**config.mk**
```make
export PLATFORM = sky130hd
export DESIGN_NAME = slave_bank
export DESIGN_NICKNAME = d
export VERILOG_FILES = /design/src/rtl/slave_bank.sv
export SDC_FILE = /design/constraint.sdc
export NUM_CORES = 1
export LEC_CHECK = 0
export ABC_AREA = 1
export BUFFER_PORTS_ARGS = -buffer_cell sky130_fd_sc_hd__buf_2
export CORE_MARGIN = 2
export CORE_UTILIZATION = 52
export DETAILED_ROUTE_END_ITERATION = 12
export PLACE_DENSITY = 0.76
export RECOVER_POWER = 100
export SYNTH_ARGS = -nofsm -noshare
export SYNTH_HDL_FRONTEND = slang
export SYNTH_SLANG_ARGS = --single-unit
```
**constraint.sdc**
```tcl
create_clock -name clk -period 1.53 [get_ports clk]
set_input_delay 0.153 -clock clk [delete_from_list [all_inputs] [get_ports clk]]
set_output_delay 0.153 -clock clk [all_outputs]
set_load 0.05 [all_outputs]
```
**src/rtl/slave_bank.sv**
```systemverilog
// Single-port write slave: accepts one request, commits it after a one-cycle WRITE phase,
// then holds ready low for BUSY_CYCLES cycles. Keeps per-entry valid bits and a write count.
module slave_bank #(
  parameter int unsigned BUSY_CYCLES = 2
) (
  input  logic       clk,
  input  logic       rst,
  input  logic       valid,
  input  logic [2:0] addr_in,
  input  logic [2:0] value_in,
  input  logic       clr,
  input  logic [2:0] rd_addr,
  output logic       ready,
  output logic [2:0] rd_data,
  output logic [7:0] entry_valid,
  output logic [7:0] wr_count
);

  typedef enum logic [1:0] {StIdle, StWrite, StBusy} state_e;

  state_e     state_q;
  logic [2:0] busy_cnt_q;
  logic [2:0] wr_addr_q;
  logic [2:0] wr_val_q;
  logic [2:0] mem_q [8];

  logic       commit;
  logic [7:0] commit_mask;

  assign commit      = (state_q == StWrite);
  assign commit_mask = 8'd1 << wr_addr_q;

  always_ff @(posedge clk or posedge rst) begin
    if (rst) begin
      state_q     <= StIdle;
      busy_cnt_q  <= '0;
      wr_addr_q   <= '0;
      wr_val_q    <= '0;
      ready       <= 1'b0;
      rd_data     <= '0;
      entry_valid <= '0;
      wr_count    <= '0;
      for (int i = 0; i < 8; i++) mem_q[i] <= '0;
    end else begin
      // ready mirrors whether the state being entered is StIdle
      unique case (state_q)
        StIdle: begin
          if (ready && valid) begin
            state_q   <= StWrite;
            wr_addr_q <= addr_in;
            wr_val_q  <= value_in;
            ready     <= 1'b0;
          end else begin
            ready <= 1'b1;
          end
        end
        StWrite: begin
          mem_q[wr_addr_q] <= wr_val_q;
          if (BUSY_CYCLES == 0) begin
            state_q <= StIdle;
            ready   <= 1'b1;
          end else begin
            state_q    <= StBusy;
            busy_cnt_q <= 3'(BUSY_CYCLES);
            ready      <= 1'b0;
          end
        end
        StBusy: begin
          busy_cnt_q <= busy_cnt_q - 3'd1;
          if (busy_cnt_q <= 3'd1) begin
            state_q <= StIdle;
            ready   <= 1'b1;
          end else begin
            ready <= 1'b0;
          end
        end
        default: begin
          state_q <= StIdle;
          ready   <= 1'b0;
        end
      endcase

      // write-first bypass when the commit targets the address being read
      rd_data <= (commit && (wr_addr_q == rd_addr)) ? wr_val_q : mem_q[rd_addr];

      if (clr) begin
        entry_valid <= commit ? commit_mask : 8'h00;
        wr_count    <= commit ? 8'd1 : 8'd0;
      end else if (commit) begin
        entry_valid <= entry_valid | commit_mask;
        if (wr_count != 8'hFF) wr_count <= wr_count + 8'd1;
      end
    end
  end

endmodule
```
==> flow_summary_export.csv, run 1 <==
group,metric,value,unit
yosys,ys_top_cells_by_area,"dfrtp_1 (53%), nand2_1 (18%), nand3_1 (5.6%), inv_1 (3.6%), nor2_1 (3.6%)",
timing,slew_headroom,0.5117,
critical_path,crit_cells,7,
critical_path,critPathMaxFanout,6,
drt,drc,0,
pwr,clock_power_share,0.160,
cells_and_area,multi_input_area,1104,sq um
pwr,total_leakage_power,0.001527,uW
min_path,hold_start,"value_in[2]",
yosys,synth.net_count,348,
pwr,power,5490,uW
job,cap_violations,0,
yosys,ys_ff_latch,55,
critical_path,cp_slowest_stage_delay,440,ps
timing,fmax,0.6999,GHz
timing,finalMaxSlewViolations,0,
cts,ctsLongestPathBuffers,2,
yosys,synth_warnings,0,
critical_path,critPathTopFamily,"flip-flops",
min_path,hold_class,"in2reg",
yosys,synth-simple-area-share,0.2959,
critical_path,worstReg2RegStart,"wr_count[0]$_DFFE_PP0P_",
floorplanning,die_w,74.83,microns
timing,setup_viol,0,
pwr,p_comb_frac,0.405,
yosys,muxShareOfSynthArea,0,
yosys,synth_xor_area_frac,0.003357,
cells_and_area,final_util,0.6201,
floorplanning,core,4786,sq um
timing,worst_pin_slew,732.4,ps
pwr,power_density,1850,nW/um^2
floorplanning,fp.dieH,74.83,microns
floorplanning,die-area,5600,sq um
cts,cts_max_level,2,
grt,grt-ovfl-total,0,
cells_and_area,ff_latch_area,1379,sq um
timing,rsz0062_at_grt,"false",
timing,finalCritPeriodShare,0.9338,
critical_path,path_buf_inv,0,
cts,numCtsBuffers,5,
critical_path,cp-start-kind,"flip-flop",
timing,hold_violations,0,
critical_path,critPathKind,"reg2reg",
drt,num_vias,2196,
yosys,syn_area,2609,sq um
critical_path,crit_chain,"ha_1, nand2_1, nor2_2, a21oi_2, nor2_1, nand2_1, nand2_1",
place,dp_hpwl,4139,microns
cts,insertion_delay,310,ps
yosys,synth_compound_area_frac,0.08921,
place,gp_congestion,0.8739,
status,outcome,"completed",
pwr,netSwitchingFraction,0.4441,
place,port_buffers,32,
yosys,synthAdderAreaFrac,0.03357,
pwr,p_switching,2438,uW
drt,drtIter0Drc,226,
critical_path,crit_arrival,1640,ps
critical_path,end_kind,"flip-flop",
critical_path,rrSetupSlack,100,ps
yosys,syn_inst,328,
yosys,yosysTopAreaCell,"dfrtp_1",
pwr,p_int,3052,uW
cts,cts_sinks,55,
grt,grtUsageTotal,0.2271,
floorplanning,start_util,0.5451,
yosys,synth_top_family_by_area,"simple AND/OR/NAND/NOR gates",
critical_path,crit_path_frequent_cell,"nand2_1",
yosys,seq_area_frac_synth,0.5276,
cells_and_area,drive_above_1_share,0.1216,
critical_path,slowest_stage,"dfrtp_2",
timing,period_needed,1429,ps
cells_and_area,final_net_count,389,
drt,drt-wirelength-per-cell,12.90,microns
drt,ant_nets,0,
timing,finClkSkew,4.092,ps
cts,clockRootBuffer,"clkbuf_8",
drt,vias_per_cell,5.025,
critical_path,reg2reg_to,"wr_count[0]$_DFFE_PP0P_",
timing,setup_tns,0,ps
pwr,power_frac_seq,0.435,
yosys,synth_cell_types,20,
grt,antenna_found_initial,0,
cells_and_area,area_growth,13.77,%
min_path,min_delay_worst_endpoint,"wr_val_q[2]$_DFFE_PP0P_",
drt,routed_wl,5637,microns
min_path,hold_path_depth,3,
drt,first_pass_iters,4,
critical_path,critPathRequiredTime,1740,ps
grt,grt_max_degree,56,
cells_and_area,antenna_cells,0,
pwr,ir_drop,1.022,mV
cts,cts_tree,"built",
cells_and_area,fillCellCount,433,
cts,clk_pin_slew,90,ps
critical_path,r2r_cells,7,
floorplanning,pin_count,33,
yosys,syn_area_per_cell,7.954,sq um
yosys,yosysTopAreaCellShare,0.5276,
floorplanning,rows,25,
grt,grt_pass1_vias,2055,
grt,grt_pass1_wl,9542,microns
synth_stat cells:
library cell,instances
a21oi_1,12
a21oi_2,1
a31oi_1,1
buf_2,3
clkbuf_1,1
dfrtp_1,55
ha_1,7
inv_1,25
inv_2,5
nand2_1,122
nand2_2,2
nand3_1,29
nand3_2,2
nor2_1,25
nor2_2,6
nor3_1,1
o21ai_0,14
o21ai_1,13
o21bai_1,3
xor2_1,1
power by group through the flow:
stage	Clock [uW]	Combinational, uW	Sequential (uW)
2_1_floorplan	0	1230	2810
3_3_place_gp	0	2180	2390
3_5_place_dp	0	2280	2410
5_1_grt	948	2510	2460
6_report	876	2230	2390
4_1_cts	907	2290	2380
state kept, by name, indices dropped and copies added, names as in the netlist:
name,count
mem_q,24
entry_valid,8
wr_count,8
busy_cnt_q,3
rd_data,3
wr_addr_q,3
wr_val_q,3
state_q,2
ready,1
tightest hold or removal path, cell delays in order:
cell and delay (ps):
buf_2 70, nor2_1 30, a21oi_1 100
cells in the final DEF, fill, tap and decap left out, types with 2 or more instances in the layout:
| cell type | count |
|---|---|
| buf_4 | 3 |
| a21oi_1 | 12 |
| o21ai_0 | 17 |
| inv_2 | 5 |
| dfrtp_2 | 2 |
| nor2_1 | 26 |
| buf_2 | 11 |
| inv_1 | 24 |
| clkbuf_2 | 3 |
| nor2_2 | 4 |
| ha_1 | 6 |
| nand2_2 | 3 |
| o21ai_1 | 10 |
| clkbuf_8 | 7 |
| clkbuf_1 | 19 |
| nand2_1 | 121 |
| clkinvlp_4 | 2 |
| o21bai_1 | 3 |
| dfrtp_1 | 53 |
| nand3_1 | 30 |
cell type report:
cell class	count	share of cell area
clock buffers	7	0.03246
well taps	67	0.02825
repair buffers	38	0.06113
inverters	30	0.03921
flip-flops and latches	55	0.4646
clock inverters	1	0.002530
multi-input cells	239	0.3718
metrics by stage:
| step | instance area [sq um] | hold WS (ps) | instances | setup WS, ps |
|---|---|---|---|---|
| after global placement | 2890 | 247.6 | 428 | 172.8 |
| after global routing | 2968 | 92.43 | 437 | 2.773 |
| final | 2968 | 85.85 | 437 | 101.3 |
| after CTS | 3004 | 75.00 | 437 | 96.86 |
| after detailed placement | 2890 | 250.4 | 428 | 131.8 |
| after floorplan | 2615 | 227.1 | 328 | 88.36 |
metal layers:
layer,part of all wire,GRT usage
met2,0.47,0.3635
met5,0,0
met1,0.47,0.3179
met4,0.014,0.06746
met3,0.051,0.04150
how the worst max path moves through the flow:
stage / from / to / slack, ps
floorplan: wr_count[0]$_DFFE_PP0P_ / wr_count[2]$_DFFE_PP0P_ / 90
CTS: state_q[1]$_DFFE_PP0P_ / mem_q[11]$_DFFE_PP0P_ / 100
finish: wr_count[0]$_DFFE_PP0P_ / wr_count[0]$_DFFE_PP0P_ / 100
global route: wr_count[0]$_DFFE_PP0P_ / wr_count[2]$_DFFE_PP0P_ / 3
global placement: state_q[1]$_DFFE_PP0P_ / mem_q[9]$_DFFE_PP0P_ / 170
detailed placement: wr_count[0]$_DFFE_PP0P_ / wr_count[0]$_DFFE_PP0P_ / 130
cells by family (layout without fill, tap and decap cells):
| family | Yosys count | in the layout |
|---|---|---|
| buf+inv | 34 | 76 |
| simple gates | 187 | 187 |
| flops | 55 | 55 |
| compound gates | 44 | 44 |
| fa+ha+maj | 7 | 7 |
| xor+xnor | 1 | 1 |
timing repair:
item | in CTS | in global routing
hold buffers | 1 | 0
resized for setup | 0 | 4
buffers inserted | 0 | 0
setup endpoints to repair | 0 | 8
hold endpoints to repair | 55 | 0
No activity file was read; power rests on OpenSTA's default activity.
==> run 2: changes to the inputs <==
Settings changed: PLACE_DENSITY 0.76 to 0.73.
==> flow_summary_export.csv, run 2 (same netlist as run 1, synthesis figures left out) <==
group,metric,value,unit
critical_path,worstReg2RegStart,"state_q[1]$_DFFE_PP0P_",
pwr,ir_drop,0.9795,mV
place,port_buffers,32,
place,placed_area,2890,sq um
cells_and_area,final_util,0.6243,
grt,grt_busiest_layer,"met2",
grt,grt_pass1_vias,1990,
grt,antenna_found_initial,0,
timing,finalMaxSlewViolations,0,
floorplanning,die_w,74.83,microns
cells_and_area,area_growth,14.53,%
timing,slew_headroom,0.5059,
timing,rsz0062_at_grt,"true",
cells_and_area,reg.largest.list,"mem_q (24), entry_valid (8), wr_count (8)",
cells_and_area,final_net_count,389,
grt,grt_pass1_wl,9183,microns
grt,grt-ovfl-total,0,
place,dp_hpwl,4022,microns
critical_path,critPathRequiredTime,1710,ps
critical_path,critPathKind,"reg2reg",
pwr,total_leakage_power,0.001542,uW
timing,fmax,0.7061,GHz
critical_path,crit_start,"state_q[1]$_DFFE_PP0P_",
cts,clk_pin_slew,100,ps
drt,routed_wl,5524,microns
min_path,hold_start,"value_in[1]",
cts,cts_tree,"built",
drt,vias_per_cell,5.041,
min_path,hold_class,"in2reg",
drt,drtIter0Drc,154,
drt,drc,0,
floorplanning,pin_count,33,
cells_and_area,layout_commonest_cell,"nand2_1",
timing,finClkSkew,6.530,ps
cells_and_area,regMostFlops,"mem_q",
cells_and_area,layout_common_cells,"nand2_1 (122), dfrtp_1 (53), nand3_1 (29)",
critical_path,crit_arrival,1600,ps
cells_and_area,fin_area,2988,sq um
cts,clockRootBuffer,"clkbuf_8",
pwr,power_density,1867,nW/um^2
drt,drt-wirelength-per-cell,12.64,microns
grt,use_met1,0.3166,
floorplanning,rows,25,
cells_and_area,largest_reg_flops,24,
cells_and_area,antenna_cells,0,
timing,worst_pin_slew,741.1,ps
timing,hold-worst-slack,80.16,ps
floorplanning,core,4786,sq um
timing,setup_viol,0,
cts,ctsLongestPathBuffers,2,
grt,grtUsageTotal,0.2176,
place,gp_congestion,0.8740,
grt,use_met3,0.04552,
timing,setup_tns,0,ps
grt,use_met2,0.3207,
floorplanning,fp.dieH,74.83,microns
grt,grt_max_degree,56,
drt,num_vias,2203,
cts,numCtsBuffers,5,
timing,period_needed,1416,ps
critical_path,end_kind,"flip-flop",
timing,hold_violations,0,
timing,finalCritPeriodShare,0.9256,
status,outcome,"completed",
critical_path,cp-start-kind,"flip-flop",
cts,insertion_delay,310,ps
cts,cts_sinks,55,
drt,ant_nets,0,
floorplanning,start_util,0.5451,
critical_path,critPathMaxFanout,7,
cells_and_area,drive_above_1_share,0.1243,
drt,first_pass_iters,4,
floorplanning,die-area,5600,sq um
cts,cts_max_level,2,
job,cap_violations,0,
[run 2: layout make-up]
type                    count  area (sq um)
fillers                   435          1798
inverters                  30         116.4
well taps                  67         83.83
multi-input cells         239          1109
clock buffers               6         82.58
repair buffers             38         182.7
clock inverters             2         35.03
flip-flops and latches     55          1379
[run 2: repair_timing]
item | CTS | global route
setup endpoints to repair | 0 | 5
gates resized for setup | 0 | 3
endpoints found under the hold margin | 55 | 0
buffers inserted | 0 | 0
hold buffers | 1 | 0
[run 2: worst paths after layout]
check                                                   to  cells past startpoint  slack (ps)
worst min register to register  entry_valid[4]$_DFFE_PP0P_                      2         480
worst min-delay path               wr_val_q[1]$_DFFE_PP0P_                      3          80
max in group asynchronous          wr_count[0]$_DFFE_PP0P_                      4         350
worst max-delay path                 mem_q[22]$_DFFE_PP0P_                      7         110
min in group asynchronous         wr_addr_q[2]$_DFFE_PP0P_                      4         660
worst max register to register       mem_q[22]$_DFFE_PP0P_                      7         110
[run 2: metrics by stage]
stage               power (uW)  cells  setup slack, ps
floorplan                 4040    328            88.36
global placement          4574    428            174.7
detailed placement        4649    428            102.4
CTS                       5653    437            99.58
global route              6006    437           -1.305
finish                    5579    437            113.8
[run 2: layer usage]
metal  vias up  wire length [microns]
met3         7                    220
met2        44                   2445
met1      1026                   2792
li1       1126                      -
met4         0                     65
met5         -                      0
[run 2: power by group]
| part | leakage [uW] | internal (uW) | switching (uW) | total [uW] |
|---|---|---|---|---|
| clock network | 0.0000612 | 530 | 470 | 1000 |
| registers | 0.000688 | 2010 | 380 | 2390 |
| logic | 0.000793 | 629 | 1560 | 2190 |
| total | 0.00154 | 3170 | 2410 | 5580 |
[run 2: critical path, cell delays in order, from the launching register on]
cell	delay, ps
dfrtp_1	400
inv_1	100
ha_1	180
inv_2	100
nor2_1	150
nand2_1	190
nand2_1	90
o21ai_0	70
